[config.mk]
export PLATFORM = sky130hd
export DESIGN_NAME = intfmux_gen
export DESIGN_NICKNAME = d
export VERILOG_FILES = /design/src/rtl/intfmux_gen_pkg.sv /design/src/rtl/intfmux_edgedet.sv /design/src/rtl/intfmux_gen.sv
export SDC_FILE = /design/constraint.sdc
export NUM_CORES = 1
export LEC_CHECK = 0
export CAP_MARGIN = 20
export CORE_ASPECT_RATIO = 1.1
export CORE_MARGIN = 3
export CORE_UTILIZATION = 40
export DETAILED_ROUTE_END_ITERATION = 8
export PLACE_DENSITY_LB_ADDON = 0.2
export SYNTH_ARGS = -nofsm -noshare
export SYNTH_HDL_FRONTEND = slang
export SYNTH_SLANG_ARGS = --single-unit
[constraint.sdc]
create_clock -name synclk -period 4.07 [get_ports synclk]
set_input_delay 0.407 -clock synclk [delete_from_list [all_inputs] [get_ports synclk]]
set_output_delay 0.407 -clock synclk [all_outputs]
set_load 0.01 [all_outputs]
[src/rtl/intfmux_gen_pkg.sv]
`default_nettype none
// ============================================================================
//  Module      : intfmux_gen_pkg
//  Description : Shared types and helpers for the time-slot mux/demux family.
//  Revision    : 1.0  initial release
// ============================================================================
package intfmux_gen_pkg;

  // Frame sequencer states, one bit wide
  typedef enum logic [0:0] {
    ST_IDLE = 1'b0,
    ST_SEND = 1'b1
  } state_e;

  // Map transmit order k to the physical slice index inside the parallel word.
  // MSB-first sends the top slice as k=0; LSB-first sends the bottom slice.
  function automatic int slice_index(input int k, input int nslices, input bit lsb_first);
    return lsb_first ? k : (nslices - 1 - k);
  endfunction

endpackage
`default_nettype wire

[src/rtl/intfmux_edgedet.sv]
`default_nettype none
// ============================================================================
//  Module      : intfmux_edgedet
//  Description : Samples the slow iclk in the synclk domain and flags one
//                rising edge after iclk has been seen high on two samples.
//  Revision    : 1.0  initial release
// ============================================================================
module intfmux_edgedet (
  input  logic rst_,
  input  logic synclk,
  input  logic iclk,
  output logic posdet
);

  logic [2:0] shfdet_q;

  // Shift iclk into the sampling chain; oldest sample sits in bit 2
  always_ff @(posedge synclk or negedge rst_) begin
    if (!rst_) shfdet_q <= 3'b000;
    else       shfdet_q <= {shfdet_q[1:0], iclk};
  end

  // Low then two consecutive highs: rejects pulses shorter than two samples
  assign posdet = (shfdet_q == 3'b011);

endmodule
`default_nettype wire

[src/rtl/intfmux_gen.sv]
`default_nettype none
// ============================================================================
//  Module      : intfmux_gen
//  Description : Parallel-to-serial time-slot multiplexer. Latches a MUX-slice
//                word on each iclk rising edge and replays it as LINEBIT-wide
//                slices, each held for MAXTS synclk cycles.
//  Revision    : 1.0  initial release
// ============================================================================
module intfmux_gen
  import intfmux_gen_pkg::*;
#(
  parameter int                 LINEBIT  = 1,
  parameter int                 MUX      = 4,
  parameter int                 PHBIT    = 4,
  parameter int                 MAXTS    = 6,
  parameter int                 BITTS    = 3,
  parameter bit                 LSBFIRST = 1'b0,
  parameter bit                 IDLEHOLD = 1'b1,
  parameter logic [LINEBIT-1:0] IDLEVAL  = '0,
  localparam int                DATABIT  = LINEBIT * MUX
) (
  input  logic               rst_,
  input  logic               synclk,
  input  logic               iclk,
  input  logic [DATABIT-1:0] idat,
  input  logic               en,
  input  logic               ovrclr,
  output logic [LINEBIT-1:0] odat,
  output logic               osyn,
  output logic               oval,
  output logic [PHBIT-1:0]   ophase,
  output logic               ovrerr
);

  localparam logic [BITTS-1:0]   LAST_TS  = BITTS'(MAXTS - 1);
  localparam logic [PHBIT-1:0]   LAST_PH  = PHBIT'(MUX - 1);
  localparam logic [LINEBIT-1:0] RST_ODAT = IDLEHOLD ? '0 : IDLEVAL;

  state_e               state_q,  state_d;
  logic [BITTS-1:0]     cntts_q,  cntts_d;
  logic [PHBIT-1:0]     cntph_q,  cntph_d;
  logic [DATABIT-1:0]   dreg_q,   dreg_d;
  logic [LINEBIT-1:0]   odat_q,   odat_d;
  logic                 osyn_q,   osyn_d;
  logic                 oval_q,   oval_d;
  logic                 ovrerr_q, ovrerr_d;

  logic posdet;
  logic capture;
  logic endts;
  logic lastcyc;

  // Pick transmit-order slice k out of a full parallel word
  function automatic logic [LINEBIT-1:0] slice_of(input logic [DATABIT-1:0] w,
                                                  input logic [PHBIT-1:0]   k);
    int idx;
    idx = slice_index(int'(k), MUX, LSBFIRST);
    return w[idx*LINEBIT +: LINEBIT];
  endfunction

  intfmux_edgedet u_edgedet (
    .rst_   (rst_),
    .synclk (synclk),
    .iclk   (iclk),
    .posdet (posdet)
  );

  assign capture = posdet & en;
  assign endts   = (state_q == ST_SEND) && (cntts_q == LAST_TS);
  // A capture here is a seamless back-to-back start rather than an overrun
  assign lastcyc = endts && (cntph_q == LAST_PH);

  // State and datapath registers
  always_ff @(posedge synclk or negedge rst_) begin
    if (!rst_) begin
      state_q  <= ST_IDLE;
      cntts_q  <= '0;
      cntph_q  <= '0;
      dreg_q   <= '0;
      odat_q   <= RST_ODAT;
      osyn_q   <= 1'b0;
      oval_q   <= 1'b0;
      ovrerr_q <= 1'b0;
    end else begin
      state_q  <= state_d;
      cntts_q  <= cntts_d;
      cntph_q  <= cntph_d;
      dreg_q   <= dreg_d;
      odat_q   <= odat_d;
      osyn_q   <= osyn_d;
      oval_q   <= oval_d;
      ovrerr_q <= ovrerr_d;
    end
  end

  // Next-state: capture restarts the frame, otherwise step slot/phase counters
  always_comb begin
    state_d  = state_q;
    cntts_d  = cntts_q;
    cntph_d  = cntph_q;
    dreg_d   = dreg_q;
    odat_d   = odat_q;
    osyn_d   = osyn_q;
    oval_d   = oval_q;
    ovrerr_d = ovrerr_q;

    // Clear first so a simultaneous overrun still sets the flag
    if (ovrclr) ovrerr_d = 1'b0;
    if (capture && (state_q == ST_SEND) && !lastcyc) ovrerr_d = 1'b1;

    if (capture) begin
      // Slice 0 comes straight from the live word; later slices from dreg
      dreg_d  = idat;
      odat_d  = slice_of(idat, '0);
      osyn_d  = 1'b1;
      oval_d  = 1'b1;
      cntts_d = '0;
      cntph_d = '0;
      state_d = ST_SEND;
    end else if (state_q == ST_SEND) begin
      if (endts) begin
        cntts_d = '0;
        osyn_d  = 1'b0;
        if (cntph_q != LAST_PH) begin
          cntph_d = cntph_q + 1'b1;
          odat_d  = slice_of(dreg_q, cntph_q + 1'b1);
        end else begin
          cntph_d = '0;
          oval_d  = 1'b0;
          state_d = ST_IDLE;
          if (!IDLEHOLD) odat_d = IDLEVAL;
        end
      end else begin
        cntts_d = cntts_q + 1'b1;
      end
    end
  end

  assign odat   = odat_q;
  assign osyn   = osyn_q;
  assign oval   = oval_q;
  assign ophase = cntph_q;
  assign ovrerr = ovrerr_q;

endmodule
`default_nettype wire

==> run metrics <==
period utilization=43.6%; Detailed Route WL=1590 um; Starting Density=44.9%; Worst Tran Pin Value=0.822 ns; drt wl/cell=12.3 um; top cell type's share of synthesized area=55.7%; min Tclk post-route=1.78 ns; Worst Hold Margin=0.413 ns; Pre-antenna DRT Iters=4; post-CTS setup buffers=0; status=finished clean; clk_lat worst skew=0.30 ns; peak per-stage delay on the critical path=0.58 ns; CP Cell Sequence=clkdlybuf4s50_1; layout cells sized above 1=4.85%; DRC=0; CTS Hold Buffers Added=0; RSZ-0062 raised after global routing=false; Fmax=0.563 GHz; Worst R2R Setup Slack=2.43 ns; IO Pins=17; CP Max Fanout=7; Crit Reg-Reg Endpoint=odat; final setup violation count=0; synthesized area per cell=10.0 um^2; static leakage=0.498 nW; all-layer global routing usage=12.7%; CP max-delay cell=clkdlybuf4s50_1; core footprint=0.00190 mm^2; number of synthesized flops with an enable pin=0; Syn Nets=97; CTS clk-pin slew, worst paths=0.11 ns; final global-route overflow total=0; Worst EP arrival=1.37 ns; Root Driver=clkbuf_4; largest net degree at the start of global routing=20; full die area=0.00272 mm^2; Die Span Y=54.4 um; Cell Area, Synth=853 um^2; Largest delay share family, worst path=buffers and inverters; first-pass GRT wire length=2560 um; Clock Path Buffers=2; fillers=183; endpoint type of the worst setup path=primary output; Setup Crit Path Kind=reg2out; Die X=50.0 um; Setup Total Neg Slack=0 ns; Synth area leaders=dfrtp_1 (56%), nand2_1 (11%), ha_1 (4.4%), nor2_1 (4.4%), a21oi_1 (2.9%); Worst Hold Launch=u_edgedet.shfdet_q[0]; Worst R2R Path Depth=5; post-CTS resize count=0; crit start category=flip-flop; drt initial violations=9; Cell variety after synth=23; DP HPWL=1160 um; Cells after Synth=85; R2R Path Start=ophase[0]; Slew HR=45.0%; num rows=16; RePlAce Congestion=0.750; Hold Crit Depth=0; hold endpoint=u_edgedet.shfdet_q[1]; Clock Skew=0.00208 ns; worst vdd ir=268 uV; Pwr per Cell Area=555 mW/mm^2; HP Class=reg2reg; IO Port Bufs=16; synthesized flop and latch total=19; Fin. Hold Viols=0; Crit path required time=3.66 ns; post-synth top area cell=dfrtp_1; area grow syn2layout=24.3%; post-route ant nets=0; antenna violations before repair=0; Vias=650; main flop type after synthesis=dfrtp_1; max-capacitance violation count=0; htree depth=1; Crit path buffers/inverters=1; total CTS buffers=3; clock sink count=19; register area share after synthesis=55.7%; number of global-route vias before repair=584; # diodes=0; Nets=116; Via-to-Cell Ratio=5.00; CTS tree=done; Max Slew Vio Count=0; Synth Warn #=0; asr flop ratio synth=100%
==> logic make-up (layout without fill, tap and decap cells) <==
| family | Yosys count | in the layout | synth area share, % |
|---|---|---|---|
| compound gates | 13 | 13 | 9.09 |
| fa+ha+maj | 3 | 3 | 4.40 |
| buf+inv | 4 | 22 | 2.35 |
| flops | 19 | 19 | 55.7 |
| mux | 3 | 3 | 4.99 |
| simple gates | 43 | 43 | 23.5 |
==> cells in the final DEF, fill, tap and decap left out, types with 2 or more instances in the layout <==
master,synthesis,layout
a21oi_1,5,5
dfrtp_1,19,19
ha_1,3,3
nor2_1,10,10
or3_1,2,2
mux2i_1,2,2
o22ai_1,2,2
inv_1,2,2
clkdlybuf4s50_1,0,16
clkbuf_4,0,3
o21ai_0,3,3
nand2_1,24,24
==> Yosys cell counts, types with 2 or more instances <==
| cell type | count |
|---|---|
| or3_1 | 2 |
| nand2_1 | 24 |
| dfrtp_1 | 19 |
| nor2_1 | 10 |
| o22ai_1 | 2 |
| inv_1 | 2 |
| ha_1 | 3 |
| a21oi_1 | 5 |
| mux2i_1 | 2 |
| o21ai_0 | 3 |
==> report_power, final <==
part | total [W] | internal (W) | switching, W
clock | 0.0000957 | 0.0000382 | 0.0000575
combinational | 0.000210 | 0.000113 | 0.0000972
sequential | 0.000283 | 0.000236 | 0.0000467
total | 0.000588 | 0.000387 | 0.000201
==> how the worst max path moves through the flow <==
| stage | cells past startpoint | slack, ns | from | to |
|---|---|---|---|---|
| floorplan | 3 | 2.65 | ophase[0] | odat |
| CTS | 1 | 2.30 | ophase[0] | ophase[0] |
| global route | 1 | 2.24 | ophase[0] | ophase[0] |
| detailed placement | 5 | 2.28 | en | odat |
| global placement | 5 | 2.34 | en | odat |
| finish | 1 | 2.29 | ophase[0] | ophase[0] |
==> per-stage QoR <==
| stage | setup WS, ns | std cells | power [W] | util [%] | cell area (um^2) |
|---|---|---|---|---|---|
| 5_1_grt | 2.24 | 130 | 0.000633 | 55.8 | 1060 |
| 6_report | 2.29 | 130 | 0.000588 | 55.8 | 1060 |
| 4_1_cts | 2.30 | 130 | 0.000596 | 55.8 | 1060 |
| 3_5_place_dp | 2.28 | 126 | 0.000502 | 54.4 | 1030 |
| 2_1_floorplan | 2.65 | 85 | 0.000416 | - | 853 |
| 3_3_place_gp | 2.34 | 126 | 0.000492 | 54.4 | 1030 |
==> final cells by class <==
cell class	count	area, um^2	area share (%)
clock buffer	4	26.3	2.48
tap	27	33.8	3.18
multi-input combinational	62	358	33.7
sequential	19	475	44.8
timing repair buffer	16	160	15.1
inverter	2	7.51	0.708
==> registers in the layout (all words and copies together) (netlist names) <==
name and cells:
cntts_q 3, osyn 1, odat 1, ovrerr 1
oval 1, ophase 4, dreg_q 4, state_q 1
u_edgedet.shfdet_q 3
==> routing by layer <==
metal | vias to the layer above | wire length, um | global-route usage, %
li1 | 326 | - | -
met1 | 305 | 693 | 16.6
met2 | 17 | 812 | 20.2
met3 | 2 | 81 | 2.18
met4 | 0 | 8 | 6.91
met5 | - | 0 | 0
Power figures use the tool's default switching activity.
